`src/rtl/capture_ring_buffer.sv`:
```
// capture_ring_buffer
//   Multi-channel circular sample buffer with arm/trigger control and
//   pre/post-trigger capture. Once the capture completes the buffer freezes
//   and a registered readout port returns samples in logical order
//   (address 0 = oldest stored sample).
//
// Ports
//   clk, rst_n      : clock (rising edge), asynchronous active-low reset
//   arm, post_count : start a new capture; post_count latched on arm
//   sample_valid    : sample_in carries a valid sample this cycle
//   sample_in       : CHANNELS packed samples, channel k at [k*DATA_WIDTH +: DATA_WIDTH]
//   trig            : trigger, qualified by sample_valid
//   rd_req, rd_ch,
//   rd_addr         : readout request (honoured only once capture is done)
//   rd_valid,
//   rd_data         : readout result, one cycle after rd_req
//   busy, done      : capture in progress / capture complete
//   sample_count    : number of valid stored samples (valid when done)
//   trig_index      : logical index of the trigger sample (valid when done)
module capture_ring_buffer #(
    parameter  int unsigned DATA_WIDTH = 8,
    parameter  int unsigned ADDR_WIDTH = 8,
    parameter  int unsigned CHANNELS   = 2,
    localparam int unsigned CH_W       = (CHANNELS > 1) ? $clog2(CHANNELS) : 1
) (
    input  logic                           clk,
    input  logic                           rst_n,
    input  logic                           arm,
    input  logic [ADDR_WIDTH-1:0]          post_count,
    input  logic                           sample_valid,
    input  logic [CHANNELS*DATA_WIDTH-1:0] sample_in,
    input  logic                           trig,
    input  logic                           rd_req,
    input  logic [CH_W-1:0]                rd_ch,
    input  logic [ADDR_WIDTH-1:0]          rd_addr,
    output logic                           rd_valid,
    output logic [DATA_WIDTH-1:0]          rd_data,
    output logic                           busy,
    output logic                           done,
    output logic [ADDR_WIDTH:0]            sample_count,
    output logic [ADDR_WIDTH-1:0]          trig_index
);

    localparam int unsigned DEPTH = 1 << ADDR_WIDTH;

    localparam logic [1:0] S_IDLE  = 2'd0;
    localparam logic [1:0] S_ARMED = 2'd1;
    localparam logic [1:0] S_POST  = 2'd2;
    localparam logic [1:0] S_DONE  = 2'd3;

    logic [1:0]            state_q,        state_d;
    logic [ADDR_WIDTH-1:0] wr_ptr_q,       wr_ptr_d;
    logic                  wrapped_q,      wrapped_d;
    logic [ADDR_WIDTH-1:0] post_lat_q,     post_lat_d;
    logic [ADDR_WIDTH-1:0] post_cnt_q,     post_cnt_d;
    logic [ADDR_WIDTH:0]   sample_count_q, sample_count_d;
    logic [ADDR_WIDTH-1:0] trig_index_q,   trig_index_d;
    logic                  rd_valid_q;
    logic                  rd_ok_q;
    logic [CH_W-1:0]       rd_sel_q;

    logic                  wr_en;
    logic                  rd_en;
    logic                  rd_ch_ok;
    logic [ADDR_WIDTH-1:0] rd_phys;
    logic [ADDR_WIDTH-1:0] sc_low;
    logic [CHANNELS*DATA_WIDTH-1:0] rd_flat;

    assign wr_en   = !arm && sample_valid && ((state_q == S_ARMED) || (state_q == S_POST));
    assign rd_en   = rd_req && (state_q == S_DONE);
    // Oldest sample sits at wr_ptr once the ring has wrapped, else at 0.
    assign rd_phys = (wrapped_q ? wr_ptr_q : '0) + rd_addr;

    always_comb begin
        rd_ch_ok = 1'b0;
        for (int unsigned c = 0; c < CHANNELS; c++) begin
            if (rd_ch == CH_W'(c)) rd_ch_ok = 1'b1;
        end
    end

    always_comb begin
        state_d        = state_q;
        wr_ptr_d       = wr_ptr_q;
        wrapped_d      = wrapped_q;
        post_lat_d     = post_lat_q;
        post_cnt_d     = post_cnt_q;
        sample_count_d = sample_count_q;
        trig_index_d   = trig_index_q;

        if (arm) begin
            state_d        = S_ARMED;
            wr_ptr_d       = '0;
            wrapped_d      = 1'b0;
            // post_count cannot exceed depth-1 at this width, so the clamp is implicit.
            post_lat_d     = post_count;
            post_cnt_d     = '0;
            sample_count_d = '0;
            trig_index_d   = '0;
        end else if (wr_en) begin
            wr_ptr_d = wr_ptr_q + ADDR_WIDTH'(1);
            if (wr_ptr_q == '1) wrapped_d = 1'b1;
            if (state_q == S_ARMED) begin
                if (trig) begin
                    if (post_lat_q == '0) begin
                        state_d = S_DONE;
                    end else begin
                        post_cnt_d = post_lat_q;
                        state_d    = S_POST;
                    end
                end
            end else begin
                post_cnt_d = post_cnt_q - ADDR_WIDTH'(1);
                if (post_cnt_q == ADDR_WIDTH'(1)) state_d = S_DONE;
            end
        end

        // Capture summary is computed from the final write pointer on DONE entry.
        sc_low = wrapped_d ? '0 : wr_ptr_d;
        if (!arm && (state_d == S_DONE) && (state_q != S_DONE)) begin
            sample_count_d = {wrapped_d, sc_low};
            trig_index_d   = sc_low - post_lat_q - ADDR_WIDTH'(1);
        end
    end

    always_ff @(posedge clk or negedge rst_n) begin
        if (!rst_n) begin
            state_q        <= S_IDLE;
            wr_ptr_q       <= '0;
            wrapped_q      <= 1'b0;
            post_lat_q     <= '0;
            post_cnt_q     <= '0;
            sample_count_q <= '0;
            trig_index_q   <= '0;
            rd_valid_q     <= 1'b0;
            rd_ok_q        <= 1'b0;
            rd_sel_q       <= '0;
        end else begin
            state_q        <= state_d;
            wr_ptr_q       <= wr_ptr_d;
            wrapped_q      <= wrapped_d;
            post_lat_q     <= post_lat_d;
            post_cnt_q     <= post_cnt_d;
            sample_count_q <= sample_count_d;
            trig_index_q   <= trig_index_d;
            rd_valid_q     <= rd_en;
            if (rd_en) begin
                rd_ok_q  <= rd_ch_ok;
                rd_sel_q <= rd_ch;
            end
        end
    end

    // One simple dual-port RAM per channel; the read register lives next to
    // the array so it maps onto the RAM output register.
    for (genvar c = 0; c < CHANNELS; c++) begin : g_ch
        logic [DATA_WIDTH-1:0] mem [DEPTH];
        logic [DATA_WIDTH-1:0] rd_q;

        always_ff @(posedge clk) begin
            if (wr_en) mem[wr_ptr_q] <= sample_in[c*DATA_WIDTH +: DATA_WIDTH];
            if (rd_en) rd_q <= mem[rd_phys];
        end

        assign rd_flat[c*DATA_WIDTH +: DATA_WIDTH] = rd_q;
    end

    // Select and flag are registered alongside the RAM read, so rd_data holds
    // between requests and reads 0 after reset or for a nonexistent channel.
    always_comb begin
        rd_data = '0;
        for (int unsigned c = 0; c < CHANNELS; c++) begin
            if (rd_ok_q && (rd_sel_q == CH_W'(c))) rd_data = rd_flat[c*DATA_WIDTH +: DATA_WIDTH];
        end
    end

    assign rd_valid     = rd_valid_q;
    assign busy         = (state_q == S_ARMED) || (state_q == S_POST);
    assign done         = (state_q == S_DONE);
    assign sample_count = sample_count_q;
    assign trig_index   = trig_index_q;

endmodule

```
`config.mk`:
```
export PLATFORM = sky130hd
export DESIGN_NAME = capture_ring_buffer
export DESIGN_NICKNAME = d
export VERILOG_FILES = /design/src/rtl/capture_ring_buffer.sv
export SDC_FILE = /design/constraint.sdc
export NUM_CORES = 2
export LEC_CHECK = 0
export CORE_AREA = 2 2 672 808
export CTS_BUF_LIST = sky130_fd_sc_hd__clkbuf_4 sky130_fd_sc_hd__clkbuf_8
export CTS_CLUSTER_SIZE = 12
export DETAILED_ROUTE_END_ITERATION = 10
export DIE_AREA = 0 0 674 810
export PLACE_DENSITY = 0.51
export SLEW_MARGIN = 20
export SYNTH_ARGS = -nofsm -noshare
export SYNTH_HDL_FRONTEND = slang
export SYNTH_SLANG_ARGS = --single-unit
export TNS_END_PERCENT = 5
```
`constraint.sdc`:
```
create_clock -name clk -period 8.3 [get_ports clk]
set_input_delay 1.66 -clock clk [delete_from_list [all_inputs] [get_ports clk]]
set_output_delay 1.66 -clock clk [all_outputs]
set_load 0.01 [all_outputs]
```
After elaboration in Yosys (flattened, before gate mapping)
Memories as Yosys holds them, arrays and structs flattened. A register that Yosys moved wholly into a read port is not among the register bits.
Index checks and enable logic that the tools add are counted.

storage, ports and cells
  output and inout bits = 28
  word-level logic and storage cells = 66
  flip-flop bits (word level) = 47
  memories kept = 2
  input port bits = 39
  memory bits (writable) = 4096

cells by class
  eq/ne operators = 9
  add/sub/neg operators = 5
  bitwise logic cells = 1
  reductions and logical operators = 13
  muxes and demuxes = 26

memories
  memory       words  width  read ports  clocked after Yosys merged registers in  wr ports  RTL line  source
  g_ch[0].mem  256    8      1           1                                        1         156       logic [DATA_WIDTH-1:0] mem [DEPTH];
  g_ch[1].mem  256    8      1           1                                        1         156

operator list
  cell                   number
  $mux W8                13
  $mux W9                2
  $sub A8 B1 Y8 const B  2
  $mux W2                5
  $add A8 B1 Y8 const B  1
  $add A8 B8 Y8          1
  $eq A8 B1 Y1 const B   1
  $eq A8 B8 Y1 const B   1
  $logic_not A8 Y1       1
  $sub A8 B8 Y8          1
  $logic_and A1 B1 Y1    7
  $eq A2 B2 Y1 const B   3
  $mux W1                6
  $ne A3 B3 Y1 const B   2
  $reduce_bool A2 Y1     2
  $reduce_and A3 Y1      1
  $eq A2 B1 Y1 const B   1
  $ne A2 B2 Y1 const B   1
  $logic_not A1 Y1       1
  $logic_or A1 B1 Y1     1
  $not A1 Y1             1

Longest topological paths before layout
  depth in word-level cells = 10
  depth in mapped cells = 17
  depth with buffers taken out = 17

Least setup slack after synthesis
OpenSTA, ideal clock, no wires.

  kind = input -> register
  start point = input port rd_addr[0]
  end point = register g_ch[1].rd_q[5] (read register of g_ch[1].mem), data pin
  setup time = 0.263 ns
  required time = 8.037 ns
  arrival = 4.576 ns
  buffers on the path = 5
  path slack = 3.461 ns
  stages on the path = 11
  cell sequence = ha_1 > fa_1 > buf_2 > buf_4 > buf_2 > buf_2 > buf_1 > mux4_2 > a2111oi_0 > nor2_1 > a2111o_1

between the ends
  word-level cells in the longest chain between the ends = 1

RTL lines
  item             RTL line  source
  start, declared  35        input logic [ADDR_WIDTH-1:0] rd_addr,
  $add A8 B8 Y8    72        assign rd_phys = (wrapped_q ? wr_ptr_q : '0) + rd_addr;
  end, declared    157       logic [DATA_WIDTH-1:0] rd_q;

No other way between the ends.
A chain may end at the register's enable or synchronous reset.

Worst setup path in the final report
  start point = input port rd_addr[0]
  end point = register g_ch[0].rd_q[5] (read register of g_ch[0].mem), data pin

between the ends
  word-level cells in the longest chain between the ends = 1

RTL lines
  item           RTL line
  $add A8 B8 Y8  72
  end, declared  157

No other way between the ends.

==> summary.txt <==
Distinct cells, synth: 71
CP required: 9300 ps
share of flip-flops with an asynchronous set or reset: 1.130%
DP Area: 173,200 µm²
syn nets: 7,462
vias per cell: 5.140
share of Yosys cell area claimed by the top area cell type: 76.75%
Sequential cell area: 124,700 µm²
total grt overflow: 0
gr usage total: 17.65%
Static Leak: 57.81 nW
Cells after Synth: 7,399
Crit. End Element: flip-flop
clk_skew: 95.60 ps
vias in the first global route: 83,723
startpoint types: primary input
Area contributors post-synth: edfxtp_1 (77%), mux4_2 (15%), nand2_1 (1.3%)
setup TNS: 0 ps
RSZ-0062 raised after global routing: no
post-CTS sizing: 0
DR WL/cell: 31.14 µm
most common cell after layout, fill and taps aside: edfxtp_1
RePlAce Congestion: 0.8268
CTS tree: built
root buffer cell: clkbuf_8
Top Layer Used: met5
CTS buffer count: 635
minimum clock period: 6119 ps
Setup Viol. Count Final: 0
post-DP HPWL: 292.6 mm
Post-Syn Area: 160,900 µm²
met2 WL: 244.8 mm
DR iter-0 viols: 9,394
number of max-cap violations: 0
Final period util: 73.73%
Routed Wire Length: 492.2 mm
Port Buf Inserts: 66
Hold Violations, Final: 0
Finished Cell Area: 185,900 µm²
Hold Buf Count CTS: 0
clock tree buffer depth: 4
initial antenna violation count: 38
first-pass GRT wire length: 679.9 mm
Routed met3 length: 32.48 mm
status: completed
CTS Sinks: 4,159
top_reg_cell synth: edfxtp_1
Slew Viols, Final: 0
met1 WL: 193.9 mm
nets: 8,200
highest clock rate: 163.4 MHz
most frequent cells in the layout: edfxtp_1 (4,112), mux4_2 (1,092), clkbuf_8 (639)
DRT Pass-1 Iters: 5
worst ir drop on vdd: 0.1590 mV
CP Data Arrival Time: 7120 ps
Crit Path Class: primary input to flip-flop
residual DRC count: 0
Avg Cell Area, Syn: 21.74 µm²
ANT nets after route: 0
Cell Pwr Density: 229.9 nW/µm²
Post CTS Setup Buffer Count: 0
# IOs: 67
area leader, netlist: edfxtp_1
vias: 81,241
die area: 545,900 µm²
flops & latches, synth: 4,159
Reg clk slew, reported paths: 60 ps
fillcell total: 50,028
CP Max Fanout: 21
Seq/Total Area, Yosys: 77.48%
Core Util, Final: 34.49%
Post-synth EDFFs: 4,112
Hold WC Path Type: flip-flop to flip-flop
Yosys Warn Count: 0
largest net degree at the start of global routing: 177
multi-input logic area: 34,630 µm²
initial core utilization: 29.86%
CORE AREA: 538,900 µm²
area grow syn2layout: 15.52%
layout cells sized above 1: 31.16%
row cnt: 296
clock latency at the later pin of the worst-skew pair: 1310 ps
chip height: 810 µm
Die X: 674 µm
relative slew slack: 12.65%
worst-margin pin slew: 1310 ps
H-tree levels: 6
[flip-flops by register name, summed over array words and instances (netlist names), 2 cells and up]
register	count
g_ch.rd_q	16
post_cnt_q	8
wr_ptr_q	8
sample_count	9
post_lat_q	8
state_q	2
trig_index	8
g_ch.mem	4096
[synth_stat cells, types with 8 or more instances]
master / count
buf_6: 12
nand2_1: 566
mux2i_1: 137
o211ai_1: 25
nor2b_1: 18
xnor2_1: 13
o2111ai_1: 17
a32oi_1: 80
o21ai_0: 62
a311oi_1: 18
nor2_1: 306
buf_4: 66
a211oi_1: 14
mux4_2: 1092
a21oi_1: 21
a31oi_1: 21
dfrtp_1: 47
buf_1: 32
nor4_1: 8
nand4_1: 43
nor3_1: 20
and2_1: 16
inv_1: 16
and3_1: 25
a22oi_1: 10
edfxtp_1: 4112
clkbuf_1: 173
nand3_1: 162
or3_1: 11
mux2_2: 11
ha_1: 22
buf_2: 141
[through the flow]
step	instances	power [mW]	worst slack [ps]	hold slack, ps
after detailed placement	14651	26.09	939.1	514.0
after CTS	15783	43.13	2351	436.4
after global placement	14649	26.06	673.4	493.8
final	15805	42.73	2181	544.3
after global routing	15795	44.01	2292	531.4
after floorplan	7399	24.74	3461	465.6
[critical path, cell delays in order]
cell	delay (ps)
clkdlybuf4s50_1	550
ha_4	250
fa_4	540
a211o_1	390
nand2_1	380
nand2_4	300
nor2_4	910
buf_4	480
a32oi_1	280
o211ai_1	550
nand4_1	330
or3_1	450
[per-layer routing]
metal	up-vias	global-route usage (%)
li1	32493	-
met1	44555	22.75
met2	3390	29.85
met3	797	2.783
met4	6	6.945
met5	-	0
[power by group]
group / internal (mW) / switching, mW
Sequential: 23.1 / 0.0363
Combinational: 0.820 / 1.64
Clock: 8.79 / 8.33
[worst paths after layout]
check	endpoint	cells after the start	from	slack, ps
setup reg to reg	g_ch[0].rd_q[5]$_DFFE_PP_	12	wrapped_q$_DFF_PN0_	2470
min in group asynchronous	post_lat_q[7]$_DFFE_PN0P_	2	rst_n	550
max in group asynchronous	post_cnt_q[7]$_DFFE_PN0P_	2	rst_n	7180
setup / recovery	g_ch[0].rd_q[5]$_DFFE_PP_	12	rd_addr[0]	2180
hold / removal	post_cnt_q[6]$_DFFE_PN0P_	2	post_cnt_q[6]$_DFFE_PN0P_	540
hold reg to reg	post_cnt_q[6]$_DFFE_PN0P_	2	post_cnt_q[6]$_DFFE_PN0P_	540
[area by class of cell]
class                           count  share of cell area, %
Clock buffer                      835                  5.524
Timing Repair Buffer              526                  2.666
Antenna cell                       21                0.02827
Inverter                           16                0.03231
Tap cell                         7152                  4.815
Multi-Input combinational cell   2799                  18.63
Sequential cell                  4159                  67.07
Clock inverter                    297                  1.233
[kinds of logic (layout without fill, tap and decap cells)]
| kind of cell | count (synthesis) | count (layout) | share of synthesized area (%) |
|---|---|---|---|
| AO/OA/AOI/OAI | 310 | 310 | 1.427 |
| XOR/XNOR | 19 | 19 | 0.1034 |
| adder cells (fa/ha/maj) | 24 | 24 | 0.1960 |
| buffers and inverters | 441 | 1674 | 1.349 |
| flip-flops | 4159 | 4159 | 77.48 |
| multiplexers | 1240 | 1240 | 16.22 |
| other | 0 | 21 | 0 |
| AND/OR/NAND/NOR | 1206 | 1206 | 3.230 |
Note: power is estimated with default switching activity, not from simulation.
